## src/rtl/quad_stim_pkg.sv

```systemverilog
// ============================================================================
// quad_stim_pkg : states, A/B phase constants and phase lookup for quad_stim_gen
// Revision 1.0
// ============================================================================
`default_nettype none

package quad_stim_pkg;

    typedef enum logic [2:0] {
        IDLE = 3'd0,
        PH1  = 3'd1,
        PH2  = 3'd2,
        PH3  = 3'd3,
        PH4  = 3'd4
    } state_e;

    localparam int unsigned POS_MAX_DEFAULT = 19;

    localparam logic [1:0] AB_DETENT = 2'b11;
    localparam logic [1:0] AB_R1     = 2'b10;
    localparam logic [1:0] AB_R3     = 2'b01;
    localparam logic [1:0] AB_L1     = 2'b01;
    localparam logic [1:0] AB_L3     = 2'b10;
    localparam logic [1:0] AB_MID    = 2'b00;

    // {A,B} for a given direction (1 = right) and state; anything else rests at the detent
    function automatic logic [1:0] phase_ab(input logic dir, input state_e st);
        case (st)
            PH1:     return dir ? AB_R1 : AB_L1;
            PH2:     return AB_MID;
            PH3:     return dir ? AB_R3 : AB_L3;
            default: return AB_DETENT;
        endcase
    endfunction

endpackage

`default_nettype wire

```

## src/rtl/quad_stim_gen_phase_timer.sv

```systemverilog
// ============================================================================
// quad_stim_gen_phase_timer : loadable down-counter, expire high at zero
// Revision 1.0
// ============================================================================
`default_nettype none

module quad_stim_gen_phase_timer #(
    parameter int PHASE_W = 16
) (
    input  logic               clk,
    input  logic               rst_ni,
    input  logic               load_i,
    input  logic [PHASE_W-1:0] load_val_i,
    output logic               expire_o
);

    logic [PHASE_W-1:0] cnt_q, cnt_d;

    always_comb begin
        cnt_d = cnt_q;
        if (load_i) begin
            cnt_d = load_val_i;
        end else if (cnt_q != '0) begin
            cnt_d = cnt_q - 1'b1;
        end
    end

    always_ff @(posedge clk) begin
        if (!rst_ni) begin
            cnt_q <= '0;
        end else begin
            cnt_q <= cnt_d;
        end
    end

    assign expire_o = (cnt_q == '0);

endmodule

`default_nettype wire

```

## src/rtl/quad_stim_gen.sv

```systemverilog
// ============================================================================
// quad_stim_gen : click commands in, registered A/B quadrature plus mirror position out
// Revision 1.0
// ============================================================================
`default_nettype none

module quad_stim_gen
    import quad_stim_pkg::*;
#(
    parameter int PHASE_W = 16,
    parameter int CNT_W   = 8,
    parameter int POS_MAX = POS_MAX_DEFAULT
) (
    input  logic               clk,
    input  logic               rst_ni,
    input  logic               cmd_valid_i,
    output logic               cmd_ready_o,
    input  logic               cmd_dir_i,
    input  logic [CNT_W-1:0]   cmd_clicks_i,
    input  logic [PHASE_W-1:0] phase_len_i,
    input  logic               abort_i,
    input  logic               pos_clr_i,
    output logic               A_o,
    output logic               B_o,
    output logic [4:0]         pos_o,
    output logic               busy_o,
    output logic               done_o
);

    state_e             state_q, state_d;
    logic [1:0]         ab_q, ab_d;
    logic [4:0]         pos_q, pos_d;
    logic               dir_q, dir_d;
    logic [CNT_W-1:0]   rem_q, rem_d;
    logic [PHASE_W-1:0] len_m1_q, len_m1_d;
    logic               abort_q, abort_d;
    logic               done_q, done_d;
    logic               accept;
    logic               tmr_load;
    logic               tmr_expire;

    assign cmd_ready_o = (state_q == IDLE);
    assign accept      = cmd_valid_i & cmd_ready_o;

    quad_stim_gen_phase_timer #(
        .PHASE_W (PHASE_W)
    ) u_phase_timer (
        .clk        (clk),
        .rst_ni     (rst_ni),
        .load_i     (tmr_load),
        .load_val_i (len_m1_d),
        .expire_o   (tmr_expire)
    );

    always_comb begin
        state_d  = state_q;
        dir_d    = dir_q;
        rem_d    = rem_q;
        len_m1_d = len_m1_q;
        done_d   = 1'b0;
        tmr_load = 1'b0;
        case (state_q)
            IDLE: begin
                if (accept) begin
                    dir_d    = cmd_dir_i;
                    rem_d    = cmd_clicks_i;
                    len_m1_d = (phase_len_i == '0) ? '0 : phase_len_i - 1'b1;
                    tmr_load = 1'b1;
                    if (cmd_clicks_i == '0) begin
                        done_d = 1'b1;
                    end else begin
                        state_d = PH1;
                    end
                end
            end
            PH1: if (tmr_expire) begin state_d = PH2; tmr_load = 1'b1; end
            PH2: if (tmr_expire) begin state_d = PH3; tmr_load = 1'b1; end
            PH3: if (tmr_expire) begin state_d = PH4; tmr_load = 1'b1; end
            PH4: begin
                if (tmr_expire) begin
                    rem_d    = rem_q - 1'b1;
                    tmr_load = 1'b1;
                    // An abort raised in the very last cycle still stops after this click
                    if ((rem_q != CNT_W'(1)) && !(abort_q || abort_i)) begin
                        state_d = PH1;
                    end else begin
                        state_d = IDLE;
                        done_d  = 1'b1;
                    end
                end
            end
            default: state_d = IDLE;
        endcase

        abort_d = (state_q != IDLE) && (state_d != IDLE) && (abort_q || abort_i);

        pos_d = pos_q;
        if ((state_q == PH3) && (state_d == PH4)) begin
            if (dir_q) begin
                pos_d = (pos_q == 5'(POS_MAX)) ? 5'd0 : pos_q + 5'd1;
            end else begin
                pos_d = (pos_q == 5'd0) ? 5'(POS_MAX) : pos_q - 5'd1;
            end
        end
        if (pos_clr_i) begin
            pos_d = 5'd0;
        end

        ab_d = phase_ab(dir_d, state_d);
    end

    always_ff @(posedge clk) begin
        if (!rst_ni) begin
            state_q  <= IDLE;
            ab_q     <= AB_DETENT;
            pos_q    <= 5'd0;
            dir_q    <= 1'b0;
            rem_q    <= '0;
            len_m1_q <= '0;
            abort_q  <= 1'b0;
            done_q   <= 1'b0;
        end else begin
            state_q  <= state_d;
            ab_q     <= ab_d;
            pos_q    <= pos_d;
            dir_q    <= dir_d;
            rem_q    <= rem_d;
            len_m1_q <= len_m1_d;
            abort_q  <= abort_d;
            done_q   <= done_d;
        end
    end

    assign A_o    = ab_q[1];
    assign B_o    = ab_q[0];
    assign pos_o  = pos_q;
    assign busy_o = ~cmd_ready_o;
    assign done_o = done_q;

endmodule

`default_nettype wire

```

## config.mk

```make
export PLATFORM = sky130hd
export DESIGN_NAME = quad_stim_gen
export DESIGN_NICKNAME = d
export VERILOG_FILES = /design/src/rtl/quad_stim_pkg.sv /design/src/rtl/quad_stim_gen_phase_timer.sv /design/src/rtl/quad_stim_gen.sv
export SDC_FILE = /design/constraint.sdc
export NUM_CORES = 1
export LEC_CHECK = 0
export BUFFER_PORTS_ARGS = -buffer_cell sky130_fd_sc_hd__buf_2
export CORE_ASPECT_RATIO = 0.8
export CORE_MARGIN = 4
export CORE_UTILIZATION = 44
export CTS_CLUSTER_SIZE = 8
export DETAILED_ROUTE_END_ITERATION = 12
export GPL_ROUTABILITY_DRIVEN = 0
export HOLD_SLACK_MARGIN = 0.02
export PLACE_DENSITY = 0.73
export RECOVER_POWER = 25
export REMOVE_ABC_BUFFERS = 1
export SLEW_MARGIN = 20
export SYNTH_ARGS = -nofsm -noshare
export SYNTH_HDL_FRONTEND = slang
export SYNTH_HIERARCHICAL = 1
export SYNTH_SLANG_ARGS = --single-unit
```

## constraint.sdc

```tcl
create_clock -name clk -period 2.6 [get_ports clk]
set_input_delay 0.52 -clock clk [delete_from_list [all_inputs] [get_ports clk]]
set_output_delay 0.52 -clock clk [all_outputs]
set_load 0.02 [all_outputs]
```

==> results.txt, run 1 <==
- Fraction of met1 tracks used by global routing: 25.48%
* Total length of routed wires: 8.042 mm
- The number of antenna violations at the first check in global routing came to 0.
* Dominant synthesized flop cell: dfxtp_1
- Synthesized instance count: 416
- TritonCTS built the clock tree.
- Summed over all cells, the static leakage comes to 1.465 nW.
- Largest clock skew in the final design: 4.850 ps
- The tree is rooted in a clkbuf_8.
- Summing over every cut layer, the via total after detailed routing is 3109.
- Critical path launch point type: flip-flop
* M2 GR Usage: 28.78%
- Counting flops and latches in the post-synthesis netlist gives 53.
- The number of max-slew violations in the final report is 0.
- Sinks on Clock Net: 53
- Tracing the worst setup path back leads to its startpoint at u_phase_timer/cnt_q[1].
- Highest clock rate: 414.6 MHz
- In the final routed layout, each cell accounts on average for 14.62 um.
* Iter 0 DRT Violations: 193
* Critical R2R Launch: u_phase_timer/cnt_q[1]
- Beginning of the worst hold path: cmd_clicks_i[0]
* Number of optimization iterations in the first detailed-route pass: 4
- Cell type with the highest aggregate area in the netlist: dfxtp_1
- Slew at the pin with the worst max-slew slack: 515.1 ps
- Switch Pwr: 1.191 mW
- Antenna Diode Count: 0
* Synth unique cells: 68
- Gr busiest metal: met2
* Post-layout minimum cycle time: 2412 ps
* Result of the run: completed
* Post-synth ARST share: 0%
- Number of fillers in the final layout: 673
- Number of top-level pins: 40
* Area added between synthesis and finish: 13.99%
- After Yosys synthesis, XOR and XNOR cells account for 5.323% of the synthesized area.
* Starting density of the core: 46.61%
- Of the post-synthesis cell area, the part taken by muxes is 4.715%.
* CTS H-tree depth: 2
- In this run the deepest clock path goes through 2 buffers.
* Worst endpoint required time: 2790 ps
- The internal power of the cells totals 1.761 mW.
- The total overflow left after global routing is 0.
- In this run the core area contains 27 standard-cell rows.
- A synthesized cell averages 7.910 um2.
- At the later pin of the worst-skew pair, clock insertion delay measures 310 ps.
- Dividing the detail-routed via count by the number of cells gives 5.653.
- CTS buffer count: 5
- Yosys synthesis warning count: 6
- After legalization and detailed placement, the total HPWL measured 6.081 mm.
- Logic gate share of total power: 46.4%
* Met3 track demand over resource: 3.118%
* Flip-flop and latch area: 1062 um2
* Fraction of power spent switching nets: 40.35%
- Synth Area in Compound Gates: 18.90%
* Port Buffers: 39
* Max IR drop VDD: 0.3104 mV
- DRC violation count after routing: 0
- Die Outline Area: 8935 um2
* Largest family of logic cells by synthesized area: simple AND/OR/NAND/NOR gates
- For the final routed database, the setup TNS stands at 0 ps.
- Pwr Density: 787.1 nW/um2
- Tightest slew margin relative to the limit: 65.40%
- After routing the design area is 3751 um2.
- In this run the cell area measured after placement is 3630 um2.
* Synth Area in Simple Gates: 31.94%
- Summing every instance area after synthesis gives 3291 um2.
- The die is 85.35 um tall.
- Cell types occupying the most area after synthesis: dfxtp_1, nor2_1, nand2_1
- The count of endpoints failing hold in the final timing report came to 0.
- Area fraction of the dominant cell type after synthesis: 32.24%
- Part of the power in registers: 37.8%
* Critical path type: reg2reg
- Across every metal layer, demand over resource in global routing totals 18.06%.
- Vias in the first global route: 2866
- The min-delay analysis places its worst path in the category in2reg.
* Proportion of layout cells with a drive suffix above 1: 18.79%
* Maximum number of pins on one net before global-route repair: 32
- Remaining antenna violation count after routing: 0
- Clk network pwr share: 15.7%
- Core area: 7061 um2
* Max-cap violations: 0
- The die is 104.7 um wide.
- Clock-pin slew was measured on the worst setup and hold paths at 100 ps.
- The first global-routing pass estimated 13.46 mm of wire.
* Fraction of the mapped netlist area in adder cells: 2.281%
- The final layout contains 498 nets.
- The worst setup path is captured at a flip-flop.
- Number of flops mapped to enable cells by yosys: 0
- Setup violations remaining at the end of the flow were counted as 0.
- Peak fanout along the critical path: 7
- Of the synthesized area, sequential elements account for 32.24%.
- Of the available clock period, the critical path in the final layout requires 92.77%.
* CP Data Arrival Time: 2600 ps
- In the final layout, the multi-input gates occupy 2098 um2.
==> worst paths after layout <==
check	end	slack, ps	depth (start not counted)
min	rem_q[0]	480	3
min reg2reg	len_m1_q[7]	510	2
max	u_phase_timer/cnt_q[15]	190	12
max reg2reg	u_phase_timer/cnt_q[15]	190	12
==> cells in the mapped netlist (all sizes together), types with 7 or more instances <==
| cell type | n |
|---|---|
| xor2 | 10 |
| nor3 | 16 |
| inv | 11 |
| nand4 | 9 |
| buf | 11 |
| o21ai | 34 |
| and2 | 16 |
| nor2b | 7 |
| nand2 | 47 |
| xnor2 | 10 |
| nand3 | 13 |
| nor4 | 8 |
| dfxtp | 53 |
| clkbuf | 11 |
| mux2i | 12 |
| a21oi | 23 |
| nor2 | 48 |
==> logic make-up (layout without fill, tap and decap cells) <==
logic type      count (synthesis)  after routing
fa+ha+maj                       6              6
simple gates                  191            191
mux                            14             14
compound gates                 98             98
buf+inv                        34             81
xor+xnor                       20             20
flops                          53             53
==> per-layer routing <==
metal  wire (um)  part of all wire [%]  vias to the layer above
li1            -                     -                     1575
met1        3816                    47                     1446
met2        3635                    45                       78
met3         502                   6.2                       10
met4          87                   1.1                        0
met5           0                     0                        -
==> power by group through the flow <==
stage,logic (mW),registers [mW],clock network [mW]
2_1_floorplan,0.860,1.12,0
3_3_place_gp,1.26,1.12,0
3_5_place_dp,1.28,1.13,0
4_1_cts,1.29,1.11,0.480
5_1_grt,1.51,1.14,0.518
6_report,1.37,1.12,0.465
==> timing repair <==
item | in CTS | in global routing
setup endpoints to repair | 0 | 18
hold buffers | 0 | 0
buffers inserted | 0 | 4
endpoints found under the hold margin | 0 | 0
gates resized for setup | 0 | 5
==> sequential cells by signal, indices dropped and copies added (netlist names) <==
signal and cells:
state_q 3, ab_q 2, dir_q 1, u_phase_timer/cnt_q 16
done_o 1, rem_q 8, len_m1_q 16, abort_q 1
pos_o 5
==> worst max-delay path, stage by stage (launching register included) <==
cell and delay (ps):
dfxtp_1 360, inv_1 80, ha_2 210, nor2b_2 190
nand3_2 140, nor4_2 160, buf_4 180, mux2i_1 70
o21ai_0 160, buf_4 170, mux2_2 330, o311ai_0 100
o211ai_1 140
==> placed cells by master (no fill, tap or decap), types with 6 or more instances in the layout <==
master	n
mux2i_1	11
buf_2	31
nor2b_1	6
nor3_1	13
nor2_1	48
nand2b_1	6
and2_1	16
a21oi_1	23
buf_4	22
o21ai_0	30
nand3_1	12
dfxtp_1	52
inv_1	11
xnor2_1	10
xor2_1	10
nand2_1	45
nand4_1	8
clkbuf_1	8
==> layout make-up <==
cell class | count | share of cell area [%]
inverters | 12 | 1.201
multi-input cells | 329 | 55.94
clock inverters | 3 | 0.4670
flip-flops and latches | 53 | 28.32
clock buffers | 5 | 1.835
well taps | 87 | 2.902
repair buffers | 61 | 9.340
==> metrics by stage <==
step,cells,util [%],setup WS [ps],hold slack (ps),power [mW]
final,550,53.13,188.1,483.1,2.952
after global routing,550,53.13,-29.65,493.0,3.171
after CTS,546,52.63,45.01,474.3,2.884
after detailed placement,538,51.41,57.13,494.4,2.413
after global placement,538,51.41,140.9,484.5,2.384
after floorplan,394,-,-1145,458.9,1.982
No activity file was read; power rests on OpenSTA's default activity.
==> run 2, diff against run 1 <==
--- a/config.mk
+++ b/config.mk
@@ -8,12 +8,12 @@
 export BUFFER_PORTS_ARGS = -buffer_cell sky130_fd_sc_hd__buf_2
 export CORE_ASPECT_RATIO = 0.8
 export CORE_MARGIN = 4
-export CORE_UTILIZATION = 44
+export CORE_UTILIZATION = 40
 export CTS_CLUSTER_SIZE = 8
 export DETAILED_ROUTE_END_ITERATION = 12
 export GPL_ROUTABILITY_DRIVEN = 0
 export HOLD_SLACK_MARGIN = 0.02
-export PLACE_DENSITY = 0.73
+export PLACE_DENSITY = 0.68
 export RECOVER_POWER = 25
 export REMOVE_ABC_BUFFERS = 1
 export SLEW_MARGIN = 20
==> constraint.sdc (replaced) <==
create_clock -name clk -period 2.09 [get_ports clk]
set_input_delay 0.418 -clock clk [delete_from_list [all_inputs] [get_ports clk]]
set_output_delay 0.418 -clock clk [all_outputs]
set_load 0.02 [all_outputs]
==> run 2 against run 1 <==
- the flow now finishes with violations (setup timing)
- clock power up 82%
- sequential cell count did not move
- via count up 8.6%
- sequential power increased by 21%
- wire length up 18%
- non-clock buffer count increased by 51
- hold slack got worse by 110 ps
- sequential share of layout area shrank 4.0 points
- combinational power grew 69%
- die area is 9.1% higher
- worst setup slack worse by 350 ps
- first-iteration DRC count grew 19%
- critical endpoint is now ab_q[1]
==> results.txt, run 2 (synthesis gave the netlist of run 1 again) <==
- The library cell used most frequently in the layout, excluding fill and tap cells, is buf_4.
* Max-cap violations: 0 (unchanged)
* Result of the run: complete, but fails checks
- The detail-routed net length per standard cell is 15.20 um (+4.0%).
- Worst hold path depth: 3 (unchanged)
- Detailed-route vias per instance: 5.428 (-4.0%)
* Clock Tree Buf Depth: 2 (unchanged)
- The minimum period implied by the final worst setup slack was 2250 ps (-161.8 ps).
* Clock latency of the later-clocked register in the worst-skew pair: 330 ps (+20 ps)
- Die Outline Area: 9751 um2 (+9.1%)
- Starting density of the core: 41.22% (-5.4 points)
- The post-layout net count is 549 (+10%).
- The number of iterations in the first detailed-routing pass was 4 (unchanged).
- Total length of routed wires: 9.455 mm (+18%)
- The largest individual stage delay along the critical path comes from the cell or4_4.
- The setup slack after placement came to -337.8 ps (-394.9 ps).
- Relative to the synthesized area, the layout overhead comes to 33.16%.
- The critical path goes through or4_4 > nor4_4 > buf_4 > nand2b_4 > a21oi_2 > a311oi_2 > buf_4 > mux2i_1 > nand2_1.
* Internal reg-to-reg setup slack: -160 ps (-350 ps)
- Largest stage delay, worst path: 560 ps (+200 ps)
- Top library cells by usage in the layout, fill and taps aside: buf_4, dfxtp_1, nor2_1
* Hold-fix buffers, CTS: 0 (unchanged)
- The setup path with the least slack is of type reg2reg.
- The worst clock skew on the final layout came to 16.31 ps (+11.46 ps).
- Overall track demand over capacity in global routing: 19.49% (+1.4 points)
* Capturing point of the worst reg2reg path: ab_q[1]
- Wire length of the first global-routing pass: 15.20 mm (+13%)
* Top Family by Delay on Critical Path: simple AND/OR/NAND/NOR gates
* Max-slew violation total from the final report: 0 (unchanged)
- The number of primary I/O pins is 40 (unchanged).
- The number of buffers and inverters on the critical path is 2 (-1).
- The number of cells in the finished layout apart from fillers came to 622 (+13%).
* Number of rows in the core area: 29 (+7.4%)
- The maximum clock rate came to 444.4 MHz (+7.2%).
- Max IR drop VDD: 0.5026 mV (+62%)
* Cell at the root of the clock tree: clkbuf_8
* Cell count of the worst reg-to-reg path: 9 (-3)
* Remaining antenna violation count after routing: 0 (unchanged)
- TritonCTS clock tree: built
- Tightest slew margin relative to the limit: 63.52% (-1.9 points)
- The count of endpoints failing hold in the final timing report came to 0 (unchanged).
- In this design, the critical path's most frequently occurring cell is buf_4.
- The largest registers in the layout are len_m1_q x16, u_phase_timer/cnt_q x16, rem_q x8.
- The count of routing violations after the opening detailed-route iteration came to 230 (+19%).
- STA classifies the critical path endpoint as a flip-flop.
- The data required time at the worst endpoint was 2320 ps (-470 ps).
- Reported leakage power: 1.819 nW (+24%)
* DIE HEIGHT: 89.13 um (+4.4%)
* Proportion of layout cells with a drive suffix above 1: 32.68% (+14 points)
- The aggregate global routing overflow was 0 (unchanged).
- CTS H-tree depth: 2 (unchanged)
* CTS buffer count: 5 (unchanged)
- Beginning of the worst hold path: cmd_clicks_i[0]
- Vias in the first global route: 3322 (+16%)
- The maximum fanout count along the critical path was 3 (-4).
- Fin crit share: 107.7% (+15 points)
- Setup repair after global routing could not meet its margin everywhere.
* HPWL reported at the end of detailed placement: 6.975 mm (+15%)
* Timing startpoint of the critical path: u_phase_timer/cnt_q[10]
- Antenna Diode Count: 0 (unchanged)
- The core region area is 7983 um2 (+13%).
* PnR worst setup slack: -160.1 ps (-348.2 ps)
- The maximum number of pins on one net before global-route repair came to 17 (-47%).
- # setup viols final: 25 (+25)
- CP Data Arrival Time: 2480 ps (-120 ps)
- The DRC violation count after routing was 0 (unchanged).
* Critical R2R Launch: u_phase_timer/cnt_q[10]
- Pwr Density: 1031 nW/um2 (+31%)
- The die extent in x is 109.4 um (+4.5%).
- Port Buffers: 39 (unchanged)
- STA classifies the critical path startpoint as a flip-flop.
- Number of fillers in the final layout: 739 (+9.8%)
- Sinks on Clock Net: 53 (unchanged)
- CTS clock-pin slew for the worst setup and hold paths: 110 ps (about the same)
* Via total after detailed routing: 3376 (+8.6%)
- The transition time at the pin with the least slew margin was 543.0 ps (+27.95 ps).
* Destination of the worst hold path: rem_q[0]
- Placed Cells: 609 (+13%)
- The min-delay analysis places its worst path in the category in2reg.
* Violations in the final reports: setup timing
* Number of antenna violations at the first check in global routing: 0 (unchanged)
run 2: cell count changes in the layout (fill, tap and decap cells not counted), moves of 3 or more:
cell and change:
a21oi_1 -3, a21oi_2 +3, buf_4 +45, buf_6 +5, nand2_1 -8, nand2_2 +3
nand2_4 +5, o21ai_0 -11, o21ai_1 +4, o21ai_2 +7
run 2: layout make-up:
| cell class | instances | area, um2 | area share, % |
|---|---|---|---|
| Multi-Input combinational cell | 329 | 2240 | 51.11 |
| Clock buffer | 5 | 68.82 | 1.571 |
| Inverter | 12 | 50.05 | 1.142 |
| Timing Repair Buffer | 112 | 759.5 | 17.33 |
| Tap cell | 108 | 135.1 | 3.084 |
| Sequential cell | 53 | 1064 | 24.27 |
| Clock inverter | 3 | 65.06 | 1.485 |
run 2: through the flow:
| stage | hold slack (ps) | setup TNS, ps | utilization (%) | power (mW) | instance area (um2) |
|---|---|---|---|---|---|
| CTS | 364.9 | -323.1 | 53.35 | 4.338 | 4259 |
| detailed placement | 485.5 | -6829 | 50.50 | 3.318 | 4031 |
| global placement | 483.2 | -4540 | 50.50 | 3.257 | 4031 |
| floorplan | 458.9 | -42740 | - | 2.466 | 3184 |
| finish | 369.6 | -1606 | 54.89 | 4.518 | 4382 |
| global route | 401.5 | -4706 | 54.89 | 4.760 | 4382 |
run 2: where the power goes:
part           switching [mW]  internal (mW)
clock                   0.369          0.476
sequential              0.147           1.21
combinational            1.21           1.11
total                    1.73           2.79
run 2: worst max path at each step:
stage	depth (start not counted)	slack (ps)	end
after floorplan	9	-1650	u_phase_timer/cnt_q[13]
after global placement	7	-270	abort_q
after detailed placement	8	-340	u_phase_timer/cnt_q[15]
after CTS	10	-90	ab_q[0]
after global routing	9	-260	ab_q[0]
final	9	-160	ab_q[1]
run 2: routing by layer:
layer,GRT usage [%],routed length [um],vias to the layer above
met5,0,0,-
met4,6.342,136,0
met1,27.76,4466,1606
li1,-,-,1677
met2,30.36,4377,78
met3,2.888,474,15
run 2: timing repair:
action,4_1_cts,5_1_grt
setup buffers,4,1
resized for setup,24,40
endpoints found under the setup margin,33,33
pin swaps,7,13
run 2: worst reg2reg max path: cells and delay by family, from the launching register on:
family          cells  cell delay [ps]
mux                 1              180
flops               1              330
buf+inv             2              360
compound gates      2              270
simple gates        4             1030
